**config.mk**
```make
export PLATFORM = sky130hd
export DESIGN_NAME = brush_stamp_sequencer
export DESIGN_NICKNAME = d
export VERILOG_FILES = /design/src/rtl/brush_stamp_sequencer.sv
export SDC_FILE = /design/constraint.sdc
export NUM_CORES = 1
export LEC_CHECK = 0
export CORE_MARGIN = 2
export CORE_UTILIZATION = 40
export DETAILED_ROUTE_END_ITERATION = 6
export PLACE_DENSITY_LB_ADDON = 0.2
export SETUP_SLACK_MARGIN = 0.2
export SYNTH_ARGS = -nofsm -noshare
export SYNTH_HDL_FRONTEND = slang
export SYNTH_SLANG_ARGS = --single-unit
```
**constraint.sdc**
```tcl
create_clock -name clk -period 9.59 [get_ports clk]
set_input_delay 0.959 -clock clk [delete_from_list [all_inputs] [get_ports clk]]
set_output_delay 0.959 -clock clk [all_outputs]
set_load 0.005 [all_outputs]
```
**src/rtl/brush_stamp_sequencer.sv**
```systemverilog
// Brush stamp sequencer: walks the lattice points of a filled disc centred
// on the cursor and emits one frame-buffer pixel write per on-screen point
// over a valid/ready handshake. Candidates are visited row-major, one per
// cycle, with at most one pixel every two cycles.
module brush_stamp_sequencer #(
  parameter int MAX_RADIUS  = 10,
  parameter int X_WIDTH     = 10,
  parameter int Y_WIDTH     = 9,
  parameter int SCREEN_W    = 640,
  parameter int SCREEN_H    = 480,
  parameter int COLOR_WIDTH = 12
) (
  input  logic                   clk,
  input  logic                   rst_n,
  input  logic                   stamp_req,
  input  logic [X_WIDTH-1:0]     stamp_x,
  input  logic [Y_WIDTH-1:0]     stamp_y,
  input  logic [4:0]             radius,
  input  logic [COLOR_WIDTH-1:0] color,
  output logic                   busy,
  output logic                   done,
  output logic                   pix_valid,
  input  logic                   pix_ready,
  output logic [X_WIDTH-1:0]     pix_x,
  output logic [Y_WIDTH-1:0]     pix_y,
  output logic [COLOR_WIDTH-1:0] pix_color
);

  typedef enum logic [1:0] {IDLE, SCAN, EMIT, DONE} state_t;

  localparam logic [4:0]                 R_MAX = 5'(MAX_RADIUS);
  localparam logic signed [X_WIDTH:0]    X_LIM = (X_WIDTH+1)'(SCREEN_W);
  localparam logic signed [Y_WIDTH:0]    Y_LIM = (Y_WIDTH+1)'(SCREEN_H);

  state_t                 state;
  logic [X_WIDTH-1:0]     cx;
  logic [Y_WIDTH-1:0]     cy;
  logic [4:0]             r;
  logic [COLOR_WIDTH-1:0] col;
  logic signed [5:0]      dx;
  logic signed [5:0]      dy;

  logic [4:0]             r_clamp;
  logic signed [5:0]      r_s;
  logic [4:0]             adx;
  logic [4:0]             ady;
  logic [7:0]             sq_dx;
  logic [7:0]             sq_dy;
  logic [7:0]             sq_r;
  logic [8:0]             dist2;
  logic signed [X_WIDTH:0] px;
  logic signed [Y_WIDTH:0] py;
  logic                   in_x;
  logic                   in_y;
  logic                   hit;
  logic                   last;
  logic signed [5:0]      dx_nxt;
  logic signed [5:0]      dy_nxt;

  // Candidate evaluation: distance test, screen clipping and counter advance.
  always_comb begin
    // NOTE: every always_comb output gets a default first so no path can infer a latch.
    r_clamp = (radius > R_MAX) ? R_MAX : radius;
    r_s     = signed'({1'b0, r});
    adx     = dx[5] ? 5'(-dx) : 5'(dx);
    ady     = dy[5] ? 5'(-dy) : 5'(dy);
    sq_dx   = {3'b000, adx} * {3'b000, adx};
    sq_dy   = {3'b000, ady} * {3'b000, ady};
    sq_r    = {3'b000, r} * {3'b000, r};
    dist2   = {1'b0, sq_dx} + {1'b0, sq_dy};
    px      = signed'({1'b0, cx}) + {{(X_WIDTH-5){dx[5]}}, dx};
    py      = signed'({1'b0, cy}) + {{(Y_WIDTH-5){dy[5]}}, dy};
    in_x    = !px[X_WIDTH] && (px < X_LIM);
    in_y    = !py[Y_WIDTH] && (py < Y_LIM);
    hit     = (dist2 <= {1'b0, sq_r}) && in_x && in_y;
    last    = (dx == r_s) && (dy == r_s);
    dx_nxt  = dx + 6'sd1;
    dy_nxt  = dy;
    if (dx == r_s) begin
      dx_nxt = -r_s;
      dy_nxt = dy + 6'sd1;
    end
  end

  // Stamp FSM with registered handshake and status outputs.
  always_ff @(posedge clk or negedge rst_n) begin
    // NOTE: sequential state uses non-blocking assignments only, so every register samples pre-edge values.
    if (!rst_n) begin
      state     <= IDLE;
      busy      <= 1'b0;
      done      <= 1'b0;
      pix_valid <= 1'b0;
      pix_x     <= '0;
      pix_y     <= '0;
      pix_color <= '0;
      cx        <= '0;
      cy        <= '0;
      r         <= '0;
      col       <= '0;
      dx        <= '0;
      dy        <= '0;
    end else begin
      case (state)
        IDLE: begin
          if (stamp_req) begin
            cx    <= stamp_x;
            cy    <= stamp_y;
            r     <= r_clamp;
            col   <= color;
            dx    <= -signed'({1'b0, r_clamp});
            dy    <= -signed'({1'b0, r_clamp});
            busy  <= 1'b1;
            state <= SCAN;
          end
        end
        SCAN: begin
          if (hit) begin
            pix_x     <= px[X_WIDTH-1:0];
            pix_y     <= py[Y_WIDTH-1:0];
            pix_color <= col;
            pix_valid <= 1'b1;
            state     <= EMIT;
          end else begin
            dx <= dx_nxt;
            dy <= dy_nxt;
            if (last) begin
              done  <= 1'b1;
              state <= DONE;
            end
          end
        end
        EMIT: begin
          if (pix_ready) begin
            pix_valid <= 1'b0;
            dx        <= dx_nxt;
            dy        <= dy_nxt;
            if (last) begin
              done  <= 1'b1;
              state <= DONE;
            end else begin
              state <= SCAN;
            end
          end
        end
        DONE: begin
          done  <= 1'b0;
          busy  <= 1'b0;
          state <= IDLE;
        end
        default: state <= IDLE;
      endcase
    end
  end

endmodule

```
==> results of run 1 <==
## layout by cell type, fill, tap and decap left out, types with 2 or more instances in the layout
cell,netlist,routed
dfrtp_1,84,84
clkdlybuf4s50_1,0,72
ha_1,64,64
mux2_2,55,55
inv_1,41,41
xnor2_1,41,41
nand2_1,42,41
a21oi_1,32,32
o21ai_0,31,31
nor2_1,30,30
xor2_1,21,21
nand3_1,14,14
fa_1,13,13
nand2b_1,12,12
nor3_1,12,12
a21o_1,11,11
mux2i_1,10,10
nor2b_1,9,9
a31oi_1,9,9
clkbuf_16,0,9
o31ai_1,6,6
and2_1,6,6
nand4_1,5,5
or3_1,5,5
o211ai_1,5,5
o21a_1,5,5
a211oi_1,4,4
o21bai_1,4,4
and3_1,4,4
o21ai_1,4,4
or2_2,4,4
o22ai_1,3,3
o31a_1,3,3
nand3b_1,2,2
nor3b_1,2,2
a221oi_1,2,2
o311ai_0,2,2
clkinvlp_4,0,2
## cells by family (layout without fill, tap and decap cells)
group                    Yosys count  count (layout)  share of synthesized area
multiplexers                      65              65                      0.113
AND/OR/NAND/NOR                  151             151                      0.118
buffers and inverters             72             130                     0.0473
adder cells (fa/ha/maj)           77              77                      0.167
XOR/XNOR                          62              62                     0.0852
flip-flops                        84              84                      0.330
AO/OA/AOI/OAI                    137             137                      0.140
## state kept, by name, indices dropped and copies added, names as in the netlist
name,cells
col,12
pix_color,12
cx,10
pix_x,10
cy,9
pix_y,9
dx,6
dy,6
r,5
state,2
busy,1
done,1
pix_valid,1
## layout make-up
cell class,count,area [sq um],area share
well taps,216,270,0.0359
clock inverters,4,50.0,0.00666
flip-flops and latches,84,2100,0.280
clock buffers,11,243,0.0323
repair buffers,73,728,0.0968
inverters,42,158,0.0210
multi-input cells,492,3970,0.528
## worst max-delay path: cells and delay by family, from the launching register on
| family | cells | cell delay, ps |
|---|---|---|
| adder cells (fa/ha/maj) | 7 | 2820 |
| AO/OA/AOI/OAI | 6 | 1680 |
| AND/OR/NAND/NOR | 8 | 1530 |
| flip-flops | 1 | 560 |
| buffers and inverters | 3 | 540 |
| multiplexers | 1 | 400 |
| XOR/XNOR | 1 | 120 |
## through the flow
stage               setup WS, ps  std cells  hold slack, ps   util
floorplan                   3120        648             473      -
global placement            2070        907             471  0.460
detailed placement          1850        907             474  0.460
CTS                         1810        922             489  0.479
global route                1190        922             519  0.479
finish                      1820        922             482  0.479
## routing by layer
layer,GRT usage,part of all wire
met1,0.247,0.48
met2,0.293,0.46
met3,0.0373,0.046
met4,0.0468,0.012
met5,0,0
## worst paths after layout
kind                               start           end  slack (ps)  cells after the start
worst max-delay path               dx[0]      pix_y[4]        1820                     26
worst min-delay path            pix_y[5]      pix_y[5]         480                      2
worst max register to register     dx[0]      pix_y[4]        1820                     26
worst min register to register  pix_y[5]      pix_y[5]         480                      2
max in group asynchronous          rst_n      pix_x[0]        8090                      1
min in group asynchronous          rst_n  pix_color[8]         810                      1
==> results by group, run 1 <==
Status
  – Status: finished clean

Timing
  – Fin crit share: 0.811
  – Final Max Tran Viols: 0
  – Final Hold Fails: 0
  – Min cycle time layout: 7770 ps
  – # setup viols final: 0
  – Peak Freq: 129 MHz
  – RSZ-0062 raised after global routing: no
  – TNS Setup: 0 ps
  – Slew HR: 0.291
  – Clk_skew: 7.88 ps
  – Worst-margin pin slew: 1060 ps

Clock tree
  – Setup repair bufs after CTS: 0
  – CTS tree: done
  – Clk slew on worst S/H paths: 60 ps
  – Hold-fix buffer count after cts: 0
  – CTS Buf Count: 9
  – Max Buffers Root-to-Sink: 2
  – Clock Sinks: 84
  – H-tree depth: 3
  – Clock Tree Root: clkbuf_16
  – Clock Latency Late Sink: 340 ps
  – Cts repair resizes: 0

Yosys
  – Ys async rst share: 1.00
  – Number of synthesized flops with an enable pin: 0
  – Syn Nets: 765
  – #FFs+latches synth: 84
  – Syn_area_per_cell: 9.83 sq um
  – Commonest cells in the netlist: 84 x dfrtp_1, 64 x ha_1, 55 x mux2_2
  – Synth Flop Type: dfrtp_1
  – Seq/Total Area, Yosys: 0.330
  – Cell taking the most area after synthesis: dfrtp_1
  – Synthesized area: 0.00637 sq mm
  – Synth top area cells: dfrtp_1 33%, ha_1 13%, mux2_2 9.7%
  – Synth Instances: 648
  – Most frequent cell after synthesis: dfrtp_1
  – Syn. warnings: 0
  – Post-synth top area share: 0.330
  – Synth unique cells: 61

Detailed routing
  – Vias: 4828
  – DR vias/cell: 5.24
  – Drt total wl: 14700 um
  – Routed length per instance: 15.9 um
  – DRC: 0
  – Initial DRT Pass Iterations: 6
  – DR iter-0 viols: 337
  – Remaining antenna violation count: 0

Finish
  – Finished Cell Area: 0.00752 sq mm
  – Share of cells above drive strength 1: 0.115
  – Fillers: 1429
  – Antenna cells: 0
  – Area grow syn2layout: 18.1%
  – Fin nets: 819

Global route
  – First-pass GRT wire length: 24300 um
  – Initial antenna violation count: 0
  – GRT Resource Usage Total: 0.181
  – Number of global-route vias before repair: 4866
  – Largest net degree at the start of global routing: 85
  – Overflow after GRT: 0

Die
  – Ports: 74
  – Die width: 130 um
  – Starting density of the core: 0.405
  – Die height: 130 um
  – Row cnt: 46
  – Core ar.: 0.0157 sq mm
  – Full die area: 0.0169 sq mm

Hold path
  – Hold WC Path Type: reg2reg

Critical path
  – Kind of critical path: reg2reg
  – Crit path DAT: 8010 ps
  – WP data required: 9830 ps
  – Slowest cell on crit path: dfrtp_1
  – CP peak stage delay: 560 ps
  – Startpoint Class: flip-flop
  – Max FO, Critical Path: 12
  – Most frequent CP cell: ha_1
  – Setup crit end kind: flip-flop

Placement
  – I/O Buffers: 73
  – HPWL Detailed: 11100 um
  – Final GP Congestion: 0.989
  – Placed Area: 0.00723 sq mm

Run
  – Max cap viols: 0
Power of run 1 is not shown: default switching activity piles up to over one toggle a cycle in this logic, so the estimate is an artifact.
==> inputs of run 2 (changes only) <==
==> constraint.sdc (replaced) <==
create_clock -name clk -period 7 [get_ports clk]
set_input_delay 0.7 -clock clk [delete_from_list [all_inputs] [get_ports clk]]
set_output_delay 0.7 -clock clk [all_outputs]
set_load 0.005 [all_outputs]
==> results by group, run 2 (same netlist as run 1, synthesis figures left out) <==
Clock tree
  – Clock Sinks: 84 (unchanged)
  – Clk slew on worst S/H paths: 60 ps (about the same)
  – Hold-fix buffer count after cts: 0 (unchanged)
  – CTS Buf Count: 9 (unchanged)
  – H-tree depth: 3 (unchanged)
  – Clock Tree Root: clkbuf_16
  – CTS tree: done
  – Clock Latency Late Sink: 340 ps (about the same)
  – Max Buffers Root-to-Sink: 2 (unchanged)

Die
  – Full die area: 0.0169 sq mm (unchanged)
  – Ports: 74 (unchanged)
  – Core ar.: 0.0157 sq mm (unchanged)
  – Row cnt: 46 (unchanged)
  – Die height: 130 um (unchanged)
  – Starting density of the core: 0.405 (unchanged)
  – Die width: 130 um (unchanged)

Placement
  – I/O Buffers: 73 (unchanged)
  – Final GP Congestion: 0.951 (-3.9%)
  – HPWL Detailed: 11300 um (+1.9%)
  – Placed Cells: 925 (+2.0%)

Detailed routing
  – Initial DRT Pass Iterations: 4 (-2)
  – Routed length per instance: 16.0 um (+0.60%)
  – DR vias/cell: 5.28 (+0.87%)
  – Remaining antenna violation count: 0 (unchanged)
  – Drt total wl: 15200 um (+3.3%)
  – Vias: 5002 (+3.6%)
  – DRC: 0 (unchanged)
  – DR iter-0 viols: 281 (-17%)

Timing
  – Clk_skew: 7.19 ps (-0.691 ps)
  – Slew HR: 0.292 (+0.000723)
  – TNS Setup: 0 ps (unchanged)
  – # setup viols final: 0 (unchanged)
  – Peak Freq: 154 MHz (+20%)
  – Final Max Tran Viols: 0 (unchanged)
  – Worst-margin pin slew: 1060 ps (-1.08 ps)
  – RSZ-0062 raised after global routing: no
  – Min cycle time layout: 6480 ps (-1300 ps)
  – Fin crit share: 0.925 (+0.114)
  – Final Hold Fails: 0 (unchanged)

Finish
  – Commonest non-fill, non-tap cell in the layout: dfrtp_1
  – Fin nets: 843 (+2.9%)
  – Antenna cells: 0 (unchanged)
  – Fillers: 1439 (+0.70%)
  – Util after Layout: 0.501 (+0.0222)
  – Share of cells above drive strength 1: 0.176 (+0.0617)
  – Biggest regs: col: 12 flops, pix_color: 12 flops
  – Area grow syn2layout: 23.5%
  – Commonest cells after routing, fill and taps aside: 83 x dfrtp_1, 72 x clkdlybuf4s50_1, 62 x ha_1
  – Post-Layout Cell Count: 947 (+2.7%)

Critical path
  – Buf+Inv Stages, Crit Path: 2 (-1)
  – CP delay by family, top: adder cells
  – Crit path DAT: 6700 ps (-1310 ps)
  – CP peak stage delay: 550 ps (about the same)
  – Max FO, Critical Path: 7 (-5)
  – Reg2reg setup slack: 520 ps (-1290 ps)
  – Slowest cell on crit path: fa_1
  – Startpoint Class: flip-flop
  – Most frequent CP cell: fa_1
  – R2r endpoint: dx[3]
  – RR Startpoint: dx[0]
  – WP data required: 7220 ps (-2610 ps)
  – Kind of critical path: reg2reg
  – Worst R2R Path Depth: 25 (-3.8%)
  – Setup crit end kind: flip-flop

Global route
  – Initial antenna violation count: 0 (unchanged)
  – GRT Resource Usage Total: 0.185 (+0.00448)
  – First-pass GRT wire length: 24900 um (+2.2%)
  – Largest net degree at the start of global routing: 85 (unchanged)
  – Number of global-route vias before repair: 5099 (+4.8%)
  – Overflow after GRT: 0 (unchanged)

Run
  – Max cap viols: 0 (unchanged)

Status
  – Status: finished clean

Hold path
  – Hold Path End: pix_y[5]
  – Hold wc startpoint: pix_y[5]
  – Hold WC Path Type: reg2reg
  – Hold depth: 2 (unchanged)
==> run 2: cell count changes in the layout (fill, tap and decap cells not counted), moves of 3 or more <==
cell / change
buf_4: +22
a21oi_1: -5
a21oi_2: +5
o21ai_0: -4
inv_1: -3
inv_2: +3
o21ai_2: +3
==> run 2: layout make-up <==
cell class                 instances  area [sq um]  area share
timing repair buffer              97           925       0.118
clock inverter                     7           121      0.0154
inverter                          42           158      0.0200
clock buffer                       9           225      0.0286
multi-input combinational        492          4070       0.517
sequential                        84          2100       0.267
tap                              216           270      0.0343
==> run 2: stage by stage <==
step / setup WS (ps) / instance area, sq um / hold slack [ps]
after floorplan: 529 / 6370 / 404
after global placement: 351 / 7370 / 467
after detailed placement: 66.1 / 7370 / 480
after CTS: 211 / 7730 / 493
after global routing: 173 / 7870 / 512
final: 524 / 7870 / 487
==> run 2: worst max-delay path by stage <==
| stage | depth (start not counted) | slack, ps | start | end |
|---|---|---|---|---|
| after floorplan | 27 | 530 | dx[0] | pix_color[10] |
| after global placement | 28 | 350 | dx[1] | pix_y[4] |
| after detailed placement | 28 | 70 | dx[1] | dx[3] |
| after CTS | 27 | 210 | dx[1] | dx[3] |
| after global routing | 29 | 170 | dx[1] | pix_y[4] |
| final | 25 | 520 | dx[0] | dx[3] |
==> run 2: per-layer routing <==
metal / GRT usage / part of all wire
met1: 0.243 / 0.46
met2: 0.318 / 0.49
met3: 0.0299 / 0.035
met4: 0.0493 / 0.015
met5: 0 / 0
==> run 2: worst min-delay path: cells and delay by family, from the launching register on <==
family           cells  cell delay, ps
AND/OR/NAND/NOR      1              50
flip-flops           1             340
AO/OA/AOI/OAI        1              60
==> run 2: timing repair <==
item,CTS,global route
buffers inserted,0,6
pin swaps,0,13
endpoints found under the setup margin,46,47
resized for setup,3,26
endpoints found under the hold margin,0,0
Power of run 2 is left out for the same reason.
